File: config.mk
export PLATFORM = sky130hd
export DESIGN_NAME = pixel_sink_fb
export DESIGN_NICKNAME = d
export VERILOG_FILES = /design/src/rtl/pixel_sink_pkg.sv /design/src/rtl/pixel_sink_fifo.sv /design/src/rtl/pixel_sink_fb.sv
export SDC_FILE = /design/constraint.sdc
export NUM_CORES = 1
export LEC_CHECK = 0
export BUFFER_PORTS_ARGS = -buffer_cell sky130_fd_sc_hd__buf_2
export CORE_ASPECT_RATIO = 0.7
export CORE_MARGIN = 1
export CORE_UTILIZATION = 60
export CTS_CLUSTER_SIZE = 14
export DETAILED_ROUTE_END_ITERATION = 7
export GPL_ROUTABILITY_DRIVEN = 1
export MAX_ROUTING_LAYER = met4
export PLACE_DENSITY = 0.81
export SKIP_CTS_REPAIR_TIMING = 1
export SYNTH_ARGS = -nofsm -noshare
export SYNTH_HDL_FRONTEND = slang
export SYNTH_SLANG_ARGS = --single-unit
File: constraint.sdc
create_clock -name clk -period 10.2 [get_ports clk]
set_input_delay 2.04 -clock clk [delete_from_list [all_inputs] [get_ports clk]]
set_output_delay 2.04 -clock clk [all_outputs]
set_load 0.005 [all_outputs]
File: src/rtl/pixel_sink_pkg.sv
// rtl/pixel_sink_pkg.sv - shared screen geometry, state encoding and pixel record for the framebuffer pixel sink
package pixel_sink_pkg;

    localparam int SCREEN_W  = 320;
    localparam int SCREEN_H  = 240;
    localparam int FB_WORDS  = 76800;
    localparam int FB_ADDR_W = 17;

    typedef enum logic [1:0] {
        IDLE  = 2'd0,
        DRAIN = 2'd1,
        CLEAR = 2'd2,
        DONE  = 2'd3
    } state_t;

    typedef struct packed {
        logic [8:0] x;
        logic [7:0] y;
        logic [2:0] colour;
    } pixel_t;

    // y*320 + x built from shifts so no multiplier is inferred
    function automatic logic [FB_ADDR_W-1:0] pix_addr(input logic [8:0] x, input logic [7:0] y);
        logic [FB_ADDR_W-1:0] yw;
        logic [FB_ADDR_W-1:0] xw;
        yw = {{(FB_ADDR_W-8){1'b0}}, y};
        xw = {{(FB_ADDR_W-9){1'b0}}, x};
        return (yw << 8) + (yw << 6) + xw;
    endfunction

endpackage

File: src/rtl/pixel_sink_fifo.sv
// rtl/pixel_sink_fifo.sv - small synchronous FIFO buffering accepted on-screen pixels
module pixel_sink_fifo #(
    parameter int WIDTH = 20,
    parameter int DEPTH = 4
) (
    input  logic             clk,
    input  logic             resetn,
    input  logic             push,
    input  logic [WIDTH-1:0] push_data,
    input  logic             pop,
    output logic [WIDTH-1:0] pop_data,
    output logic             full,
    output logic             empty
);

    localparam int AW = $clog2(DEPTH);

    logic [WIDTH-1:0] mem [DEPTH];
    logic [AW-1:0]    wr_ptr;
    logic [AW-1:0]    rd_ptr;
    logic [AW:0]      count;
    logic             do_push;
    logic             do_pop;

    assign do_push  = push && !full;
    assign do_pop   = pop && !empty;
    assign full     = (count == ($bits(count))'(DEPTH));
    assign empty    = (count == '0);
    assign pop_data = mem[rd_ptr];

    always_ff @(posedge clk) begin
        if (do_push) begin
            mem[wr_ptr] <= push_data;
        end
    end

    always_ff @(posedge clk) begin
        if (!resetn) begin
            wr_ptr <= '0;
            rd_ptr <= '0;
            count  <= '0;
        end else begin
            if (do_push) begin
                wr_ptr <= wr_ptr + 1'b1;
            end
            if (do_pop) begin
                rd_ptr <= rd_ptr + 1'b1;
            end
            case ({do_push, do_pop})
                2'b10:   count <= count + 1'b1;
                2'b01:   count <= count - 1'b1;
                default: count <= count;
            endcase
        end
    end

endmodule

File: src/rtl/pixel_sink_fb.sv
// rtl/pixel_sink_fb.sv - clips, queues and commits sprite pixels to the 320x240 framebuffer, with clear sweep
// Build option: PIXEL_SINK_TRANSPARENT_EN drops pixels whose colour equals TRANSPARENT_COLOUR.
module pixel_sink_fb
    import pixel_sink_pkg::*;
#(
    parameter int         FIFO_DEPTH         = 4,
    parameter logic [2:0] CLEAR_COLOUR       = 3'b000,
    parameter logic [2:0] TRANSPARENT_COLOUR = 3'b000
) (
    input  logic                 clk,
    input  logic                 resetn,
    input  logic                 pix_valid,
    output logic                 pix_ready,
    input  logic [8:0]           pix_x,
    input  logic [7:0]           pix_y,
    input  logic [2:0]           pix_colour,
    input  logic                 clear_req,
    output logic                 clear_done,
    output logic                 busy,
    output logic [7:0]           drop_count,
    output logic                 fb_we,
    input  logic                 fb_ready,
    output logic [FB_ADDR_W-1:0] fb_addr,
    output logic [2:0]           fb_data
);

    localparam logic [8:0]           X_LIMIT   = 9'(SCREEN_W);
    localparam logic [7:0]           Y_LIMIT   = 8'(SCREEN_H);
    localparam logic [FB_ADDR_W-1:0] LAST_ADDR = FB_ADDR_W'(FB_WORDS - 1);

    state_t state;
    pixel_t in_pix;
    pixel_t head;
    logic   fifo_full;
    logic   fifo_empty;
    logic   fifo_pop;
    logic   xfer;
    logic   keep;
    logic   write_done;
    logic   streaming;

    assign in_pix     = '{x: pix_x, y: pix_y, colour: pix_colour};
    assign pix_ready  = (state == IDLE) && !fifo_full;
    assign xfer       = pix_valid && pix_ready;
    assign write_done = fb_we && fb_ready;
    assign streaming  = (state == IDLE) || (state == DRAIN);
    assign busy       = !fifo_empty || fb_we || (state != IDLE);

`ifdef PIXEL_SINK_TRANSPARENT_EN
    assign keep = (pix_x < X_LIMIT) && (pix_y < Y_LIMIT) && (pix_colour != TRANSPARENT_COLOUR);
`else
    logic unused_transparent;
    assign unused_transparent = ^TRANSPARENT_COLOUR;
    assign keep = (pix_x < X_LIMIT) && (pix_y < Y_LIMIT);
`endif

    // Outside the sweep fb_we doubles as the output register's valid bit
    assign fifo_pop = streaming && !fifo_empty && (!fb_we || fb_ready);

    pixel_sink_fifo #(
        .WIDTH ($bits(pixel_t)),
        .DEPTH (FIFO_DEPTH)
    ) u_fifo (
        .clk       (clk),
        .resetn    (resetn),
        .push      (xfer && keep),
        .push_data (in_pix),
        .pop       (fifo_pop),
        .pop_data  (head),
        .full      (fifo_full),
        .empty     (fifo_empty)
    );

    always_ff @(posedge clk) begin
        if (!resetn) begin
            state      <= IDLE;
            fb_we      <= 1'b0;
            fb_addr    <= '0;
            fb_data    <= '0;
            clear_done <= 1'b0;
            drop_count <= '0;
        end else begin
            clear_done <= 1'b0;
            if (xfer && !keep && (drop_count != 8'hFF)) begin
                drop_count <= drop_count + 8'd1;
            end
            case (state)
                IDLE, DRAIN: begin
                    if (fifo_pop) begin
                        fb_we   <= 1'b1;
                        fb_addr <= pix_addr(head.x, head.y);
                        fb_data <= head.colour;
                    end else if (write_done) begin
                        fb_we <= 1'b0;
                    end
                    if ((state == IDLE) && clear_req) begin
                        state <= DRAIN;
                    end else if ((state == DRAIN) && fifo_empty && !fb_we) begin
                        state   <= CLEAR;
                        fb_we   <= 1'b1;
                        fb_addr <= '0;
                        fb_data <= CLEAR_COLOUR;
                    end
                end
                CLEAR: begin
                    if (write_done) begin
                        if (fb_addr == LAST_ADDR) begin
                            state      <= DONE;
                            fb_we      <= 1'b0;
                            fb_addr    <= '0;
                            clear_done <= 1'b1;
                        end else begin
                            fb_addr <= fb_addr + 1'b1;
                        end
                    end
                end
                DONE: begin
                    state <= IDLE;
                end
                default: begin
                    state <= IDLE;
                end
            endcase
        end
    end

endmodule

# [Word level (Yosys, flattened, before mapping)]
# Memories as Yosys holds them, arrays and structs flattened. A register that Yosys moved wholly into a read port is not among the register bits.
# Cells that the tools add are included.
[op_classes] n_mux=27 order_cmp=2 eq_ne=11 reduce_logical=32 add_sub_neg=8
[op_table] operator="$mux W17" count=5
[op_table] operator="$pmux W17 S2" count=1
[op_table] operator="$add A16 B14 Y17" count=1
[op_table] operator="$add A17 B1 Y17 const B" count=1
[op_table] operator="$add A17 B9 Y17" count=1
[op_table] operator="$eq A17 B17 Y1 const B" count=1
[op_table] operator="$logic_and A1 B1 Y1" count=14
[op_table] operator="$mux W2" count=6
[op_table] operator="$lt A9 B9 Y1 const B" count=1
[op_table] operator="$mux W1" count=9
[op_table] operator="$mux W3" count=3
[op_table] operator="$reduce_and A3 Y1" count=3
[op_table] operator="$add A8 B1 Y8 const B" count=1
[op_table] operator="$lt A8 B8 Y1 const B" count=1
[op_table] operator="$ne A8 B8 Y1 const B" count=1
[op_table] operator="$eq A2 B2 Y1 const B" count=3
[op_table] operator="$pmux W2 S3" count=1
[op_table] operator="$pmux W3 S2" count=1
[op_table] operator="$reduce_bool A2 Y1" count=3
[op_table] operator="$add A2 B1 Y2 const B" count=2
[op_table] operator="$eq A2 B1 Y1 const B" count=2
[op_table] operator="$logic_not A1 Y1" count=4
[op_table] operator="$logic_or A1 B1 Y1" count=4
[op_table] operator="$ne A2 B2 Y1 const B" count=2
[op_table] operator="other kinds (9)" count=9
[word_totals] input_bits=25 n_memories=1 ram_bits=80 ff_bits=39 out_inout_bits=32
[mem_list] name="u_fifo.mem" words=4 word_bits=20 read_ports=1 rd_ports_with_merged_regs=1 write_ports=1 line="pixel_sink_fifo.sv:18" text="logic [WIDTH-1:0] mem [DEPTH];"

# [Depth between registers and ports, before layout]
# Gate-level depths: netlist of run 1.
[depth] depth_word=8 ltp_mapped=13

# [Cells and area by module]
# From an unflattened synthesis of run 1, not the netlist that was laid out.
[hier_totals] cells_unflattened=459 area_unflattened_um2=5818.1
[modules_own_cells] mod="pixel_sink_fifo" cells_per_inst=158 n_inst=1 area_per_inst_um2=3379.5 seq_area_each_um2=2582.5
[modules_own_cells] mod="pixel_sink_fb" cells_per_inst=301 n_inst=1 area_per_inst_um2=2438.6 seq_area_each_um2=640.6

# [Worst setup path before layout of run 1]
# No wires, ideal clock.
[synth_timing] path_kind="input -> register" from="input port fb_ready" to="register u_fifo.count[2]" setup_time_ns=0.071 t_required_ns=10.129 setup_slack_ns=6.197 arrival_time_ns=3.932 path_stages=11 cell_sequence="inv_1 a211o_1 buf_6 inv_6 buf_2 ha_1 inv_1 fa_1 xor2_1 or3_1 a21oi_1"
[synth_via] elab_chain_len=5 elab_cells_between_ends=7
[synth_lines] element="start: declaration" line="pixel_sink_fb.sv:22" text="input logic fb_ready,"
[synth_lines] element="$logic_or A1 B1 Y1 (*)" line="pixel_sink_fb.sv:58" text="assign fifo_pop = streaming && !fifo_empty && (!fb_we || fb_ready);"
[synth_lines] element="$logic_and A1 B1 Y1 (*)" line="pixel_sink_fb.sv:58"
[synth_lines] element="$logic_and A1 B1 Y1 (*)" line="pixel_sink_fifo.sv:26" text="assign do_pop = pop && !empty;"
[synth_lines] element="net u_fifo.do_pop" line="pixel_sink_fifo.sv:23" text="logic do_pop;"
[synth_lines] element="$eq A2 B1 Y1 or $eq A2 B2 Y1 (tied branches)" line="pixel_sink_fifo.sv:49" text="case ({do_push, do_pop})"
[synth_lines] element="$pmux W3 S2 or $reduce_bool A2 Y1 (tied branches)"
[synth_lines] element="end signal: assignment" line="pixel_sink_fifo.sv:50" text="2'b10: count <= count + 1'b1;"
[synth_lines] element="end signal: assignment" line="pixel_sink_fifo.sv:51" text="2'b01: count <= count - 1'b1;"
[synth_lines] element="end signal: assignment" line="pixel_sink_fifo.sv:52" text="default: count <= count;"
[synth_lines] element="end: declaration" line="pixel_sink_fifo.sv:21" text="logic [AW:0] count;"
# The timed path passes the listed nets; every way through them passes the cells marked *.
# A chain may end at the register's enable or synchronous reset.

# [Worst setup path after layout of run 1]
[layout_timing] from="input port fb_ready" to="register u_fifo.count[2]"
[layout_via] elab_chain_len=5 elab_cells_between_ends=7
[layout_lines] element="$logic_or A1 B1 Y1 (*)" line="pixel_sink_fb.sv:58"
[layout_lines] element="$logic_and A1 B1 Y1 (*)" line="pixel_sink_fb.sv:58"
[layout_lines] element="$logic_and A1 B1 Y1 (*)" line="pixel_sink_fifo.sv:26"
[layout_lines] element="$eq A2 B1 Y1 or $eq A2 B2 Y1 (tied branches)" line="pixel_sink_fifo.sv:49"
[layout_lines] element="$pmux W3 S2 or $reduce_bool A2 Y1 (tied branches)"
# Every way passes the cells marked *; elsewhere a longest branch is shown, timed or not.

==> flow_summary_export.csv, run 1 <==
group,metric,value,unit
run_status,outcome,"complete, no violations",
worst_hold_path,hp-class,"register to register",
sta,hold_ws,508,ps
routing,ant_nets,0,
routing,totalWireLength,13.9,mm
placed_design,numPortBuffers,56,
floorplan,initial_core_util,62.7,%
synth,yosysSeqAreaShare,56.0,%
synth,async_flop_share,0,%
flow_run,cap_violations,0,
synth,synthFlopType,"edfxtp_1",
worst_setup_path,end_kind,"register",
global_route,grt.total_usage,30.9,%
sta,finalClockSkew,8.28,ps
cts,path_clk_slew,50,ps
cts,clock_sinks,121,
synth,syn_inst,467,
routing,wl_per_cell,21.0,um
sta,hold_viol_final,0,
power_and_ir_drop,power_density,299,nW/um^2
layout,drive_gt1_share,22.1,%
synth,synth_edf_count,80,
layout,syn_to_final_growth,16.1,%
sta,max_freq,245,MHz
worst_setup_path,critPathMaxFanout,18,
placed_design,place_ws,5790,ps
worst_setup_path,worst-setup-path-type,"input port to register",
floorplan,die_y,84.0,um
sta,min_period,4080,ps
synth,synth_compound_area_share,11.0,%
global_route,grt_max_degree,24,
synth,syn-cell-area,5760,sq um
synth,synthMuxAreaShare,9.21,%
worst_hold_path,min_path_cells,2,
cts,cts_max_level,4,
floorplan,ios,57,
synth,synth_xor_area_share,2.43,%
floorplan,die_area,10000,sq um
global_route,grt_overflow,0,
worst_setup_path,reg2reg_depth,11,
layout,antenna_cells,0,
power_and_ir_drop,ir_worst_vdd,0.211,mV
synth,synthSimpleGateAreaFrac,11.8,%
global_route,grt_pass1_vias,4127,
sta,timing.final.ws_setup,6120,ps
layout,layout_common_cells,"edfxtp_1 (80), buf_2 (56), nor2_1 (42), dfxtp_1 (41), nand2_1 (40)",
global_route,grt_pass1_wl,22.1,mm
sta,maxSlewHeadroom,26.7,%
floorplan,fp.dieW,119,um
cts,cts_root_buf,"clkbuf_16",
cts,tritoncts,"built",
sta,setup_violations,0,
routing,wl_met3,1.29,mm
worst_setup_path,worstPathArrival,4400,ps
synth,synthesis.nets,517,
routing,detail_route.iter0.violations,469,
layout,final_common_cell,"edfxtp_1",
sta,drv_slew,0,
routing,drt-met1-wl,5.71,mm
routing,post-route-drc-count,0,
worst_setup_path,cpMostUsedCell,"inv_1",
synth,synth_top_family_by_area,"simple AND/OR/NAND/NOR gates",
synth,avgSynthCellArea,12.3,sq um
worst_setup_path,critPathMaxStageDelay,560,ps
layout,final_nets,575,
synth,synth_warnings,0,
worst_setup_path,crit_buf_inv,4,
sta,rsz0062_at_grt,"no",
floorplan,core_area,9180,sq um
power_and_ir_drop,leakage,2.43,nW
worst_setup_path,cp_cell_sequence,"buf_2 -> inv_1 -> a211o_1 -> inv_6 -> ha_1 -> inv_1 -> fa_1 -> xor2_1 -> or3_1 -> a21oi_1",
sta,finalCritPeriodShare,40.0,%
worst_setup_path,crit_path_start_kind,"input port",
cts,clk_path_buf_depth,2,
routing,drtPass1Iterations,5,
routing,route.met2.wl,6.58,mm
routing,routed_via_density,6.44,
global_route,antenna_found_initial,0,
synth,synth_fa_ha_area_share,5.82,%
synth,synth_seq_cells,121,
routing,vias,4265,
worst_setup_path,crit_path_top_delay_cell,"a211o_1",
placed_design,gp_congestion,0.924,
floorplan,rows,29,
synth,yosysUniqueCellTypes,61,
worst_setup_path,cpLargestDelayFamily,"compound AO/OA/AOI/OAI gates",
worst_setup_path,crit_required,10520,ps
worst_setup_path,cp_num_cells,10,
cts,cts_buffers,17,
sta,tightest_slew,1100,ps
sta,setup_tns,0,ps
routing,topRoutingLayerUsed,"met4",
cts,clk_latency,410,ps
placed_design,dpl.hpwl,9.04,mm
==> where the power goes <==
group	internal, W	switching [W]	leakage [nW]
logic	0.000313	0.000435	1.07
clock network	0.000384	0.000212	0.300
registers	0.000588	0.0000691	1.06
==> cell usage after synthesis (2+ instances only) <==
library cell / instances / area share, %
a211oi_1: 2 / 0.26
a21oi_1: 29 / 2.5
a2bb2oi_1: 2 / 0.30
a311oi_1: 2 / 0.30
a31oi_1: 7 / 0.76
and2_1: 6 / 0.65
and3_1: 2 / 0.22
and4_1: 2 / 0.30
buf_2: 3 / 0.26
buf_4: 4 / 0.52
buf_6: 5 / 0.98
clkbuf_1: 8 / 0.52
dfxtp_1: 41 / 14
edfxtp_1: 80 / 42
fa_1: 3 / 1.0
ha_1: 22 / 4.8
inv_1: 18 / 1.2
mux2i_1: 8 / 1.4
mux4_2: 20 / 7.8
nand2_1: 40 / 2.6
nand2b_1: 3 / 0.33
nand3_1: 11 / 0.96
nand4_1: 7 / 0.76
nor2_1: 42 / 2.7
nor3_1: 7 / 0.61
nor4_1: 2 / 0.22
o211ai_1: 2 / 0.26
o21ai_0: 22 / 1.9
o22ai_1: 9 / 0.98
o32a_1: 4 / 0.70
or3_1: 8 / 0.87
or4_1: 3 / 0.39
xnor2_1: 7 / 1.1
xor2_1: 9 / 1.4
==> stage by stage <==
stage,utilization [%],total power [W],instances,cell area [sq um]
2_1_floorplan,-,0.00118,467,5760
3_3_place_gp,66.3,0.00136,630,6080
3_5_place_dp,66.3,0.00138,630,6080
4_1_cts,72.8,0.00199,662,6690
5_1_grt,72.8,0.00210,662,6690
6_report,72.8,0.00200,662,6690
==> cell families (layout without fill, tap and decap cells) <==
logic type	Yosys count	count (layout)
fa+ha+maj	25	25
flops	121	121
xor+xnor	16	16
simple gates	142	142
compound gates	95	95
mux	28	28
buf+inv	40	111
==> registers in the layout, indices dropped and copies added, names as in the netlist, named ones only <==
name and count:
clear_done 1, drop_count 8, fb_addr 17, fb_data 3, fb_we 1, state 2
u_fifo.count 3, u_fifo.mem 80, u_fifo.rd_ptr 2, u_fifo.wr_ptr 2
==> worst min-delay path: cells and delay by family (launching register included) <==
kind / cells / cell delay (ps)
AND/OR/NAND/NOR: 1 / 70
AO/OA/AOI/OAI: 1 / 60
flip-flops: 1 / 330
==> final timing paths <==
path	slack [ps]	startpoint	endpoint
setup reg to reg	6500	register	fb_addr[15]$_SDFFE_PN0P_
hold reg to reg	510	fb_data[0]$_SDFFE_PN0P_	fb_data[0]$_SDFFE_PN0P_
hold / removal	510	fb_data[0]$_SDFFE_PN0P_	fb_data[0]$_SDFFE_PN0P_
setup / recovery	6120	fb_ready	u_fifo.count[2]$_SDFFE_PN0P_
==> final cells by class <==
type,count,area (sq um)
fillers,584,2490
clock buffers,24,524
well taps,124,155
multi-input cells,306,2320
repair buffers,60,310
inverters,19,76.3
flip-flops and latches,121,3220
clock inverters,8,78.8
==> metal layers <==
layer	vias up	track usage (%)
met5	-	-
met3	31	8.67
met2	285	47.0
li1	1891	-
met4	0	11.0
met1	2058	39.7
No activity file was read; power rests on OpenSTA's default activity.
==> inputs of run 2 (changes only) <==
- ABC_AREA: default -> 1
- PLACE_DENSITY: 0.81 -> 0.8
- clock period: 10.2 -> 4.2 ns (I/O delays scaled with it)
==> flow_summary_export.csv, run 2 <==
group,metric,value,unit
run_status,outcome,"complete, no violations",
synth,synthTopCellsByArea,"edfxtp_1 (39%), dfxtp_1 (13%), nand2_1 (9.9%), nand3_1 (4.8%), ha_1 (4.5%)",
synth,yosysMostFrequentCell,"nand2_1",
routing,detail_route.iter0.violations,387,
global_route,grt_max_degree,39,
floorplan,die_y,86.8,um
floorplan,ios,57,
sta,maxSlewHeadroom,61.4,%
cts,clk_latency,410,ps
flow_run,cap_violations,0,
global_route,antenna_found_initial,0,
layout,antenna_cells,0,
global_route,grt_pass1_wl,23.3,mm
synth,avgSynthCellArea,8.79,sq um
worst_setup_path,critPathMaxFanout,38,
floorplan,fp.dieW,123,um
worst_setup_path,worstPathArrival,3580,ps
synth,synthesis.nets,751,
synth,async_flop_share,0,%
layout,layout_common_cells,"nand2_1 (163), edfxtp_1 (80), nor2_1 (66), inv_1 (61), nand3_1 (59)",
power_and_ir_drop,power,0.00580,W
routing,post-route-drc-count,0,
cts,cts_max_level,4,
synth,synth_top_area_share,39.0,%
global_route,grt_overflow,0,
worst_setup_path,crit_path_start_kind,"register",
placed_design,dpl.hpwl,9.63,mm
synth,synth_commonest_cells,"nand2_1 (163), edfxtp_1 (80), nor2_1 (66), inv_1 (61), nand3_1 (59)",
worst_setup_path,crit_required,4530,ps
floorplan,die_area,10700,sq um
sta,setup_tns,0,ps
floorplan,rows,30,
sta,drv_slew,0,
layout,regMostFlops,"u_fifo.mem",
power_and_ir_drop,leakage,3.06,nW
layout,largest_reg_flops,80,
synth,synth_warnings,0,
synth,yosysUniqueCellTypes,40,
worst_setup_path,worst-r2r-setup-slack,960,ps
cts,cts_buffers,17,
floorplan,initial_core_util,62.7,%
sta,rsz0062_at_grt,"no",
power_and_ir_drop,power_density,814,nW/um^2
cts,cts_root_buf,"clkbuf_16",
routing,routed_via_density,5.70,
synth,syn-cell-area,6160,sq um
routing,wl_per_cell,16.1,um
sta,hold_viol_final,0,
cts,tritoncts,"built",
layout,final_common_cell,"nand2_1",
synth,yosysSeqAreaShare,52.3,%
synth,syn_inst,701,
cts,clk_path_buf_depth,2,
sta,finalCritPeriodShare,77.2,%
cts,path_clk_slew,60,ps
floorplan,core_area,9830,sq um
worst_hold_path,hp-class,"register to register",
placed_design,gp_congestion,0.934,
power_and_ir_drop,ir_worst_vdd,0.354,mV
sta,min_period,3240,ps
synth,synthFlopType,"edfxtp_1",
synth,yosysTopAreaCell,"edfxtp_1",
sta,max_freq,308,MHz
synth,synth_seq_cells,121,
cts,clock_sinks,121,
layout,drive_gt1_share,16.6,%
routing,vias,5139,
global_route,grt.total_usage,29.7,%
layout,final_nets,810,
layout,largestRegisters,"u_fifo.mem (80), fb_addr (17), drop_count (8)",
routing,ant_nets,0,
sta,setup_violations,0,
sta,finalClockSkew,6.04,ps
worst_setup_path,end_kind,"register",
sta,tightest_slew,579,ps
routing,drtPass1Iterations,5,
synth,synth_edf_count,80,
layout,syn_to_final_growth,15.4,%
routing,totalWireLength,14.5,mm
worst_setup_path,worst-setup-path-type,"register to register",
global_route,grt_pass1_vias,4824,
placed_design,numPortBuffers,56,
-- run 2: cells by family (layout without fill, tap and decap cells) --
logic type | after synthesis | after routing | share of synthesized area [%]
XOR/XNOR | 14 | 14 | 1.99
flip-flops | 121 | 121 | 52.3
AO/OA/AOI/OAI | 117 | 117 | 10.3
adder cells (fa/ha/maj) | 25 | 25 | 5.44
AND/OR/NAND/NOR | 322 | 322 | 23.0
buffers and inverters | 102 | 174 | 6.96
-- run 2: final cells by class --
type | count | area [sq um]
inverters | 78 | 295
well taps | 128 | 160
flip-flops and latches | 121 | 3220
clock buffers | 18 | 429
repair buffers | 64 | 340
multi-input cells | 478 | 2510
fillers | 699 | 2720
clock inverters | 14 | 155
-- run 2: report_power, final --
group,switching [W],internal [W],total [W]
Sequential,0.000168,0.00147,0.00163
Combinational,0.00176,0.000959,0.00272
Clock,0.000518,0.000924,0.00144
-- run 2: per-stage QoR --
| stage | setup WS (ps) | instance area [sq um] | cells | hold WS [ps] | utilization, % |
|---|---|---|---|---|---|
| floorplan | 1390 | 6160 | 701 | 437 | - |
| global placement | 1250 | 6530 | 869 | 453 | 66.4 |
| detailed placement | 1050 | 6530 | 869 | 466 | 66.4 |
| CTS | 1020 | 7120 | 901 | 475 | 72.4 |
| global route | 807 | 7120 | 901 | 497 | 72.4 |
| finish | 957 | 7120 | 901 | 471 | 72.4 |
-- run 2: worst paths after layout --
check                          startpoint                        to  depth (start not counted)
setup / recovery                 register  fb_addr[15]$_SDFFE_PN0P_                         14
setup reg to reg                 register  fb_addr[15]$_SDFFE_PN0P_                         14
hold reg to reg   fb_data[2]$_SDFFE_PN0P_   fb_data[2]$_SDFFE_PN0P_                          2
hold / removal    fb_data[2]$_SDFFE_PN0P_   fb_data[2]$_SDFFE_PN0P_                          2
-- run 2: per-layer routing --
| metal | global-route usage, % | share of wire (%) | vias up |
|---|---|---|---|
| li1 | - | - | 2470 |
| met1 | 38.9 | 43 | 2406 |
| met2 | 45.4 | 47 | 227 |
| met3 | 6.64 | 7.7 | 36 |
| met4 | 11.3 | 2.3 | 0 |
| met5 | - | 0 | - |
-- run 2: worst max-delay path, stage by stage, from the launching register on --
cell	delay, ps
dfxtp_1	320
buf_4	350
nand2_1	90
a32oi_1	380
inv_1	140
fa_1	570
inv_1	90
fa_1	490
nand3_1	150
nand3_1	110
nand2_1	100
nand3_1	80
nand3_1	100
nand2_1	60
a21oi_1	140
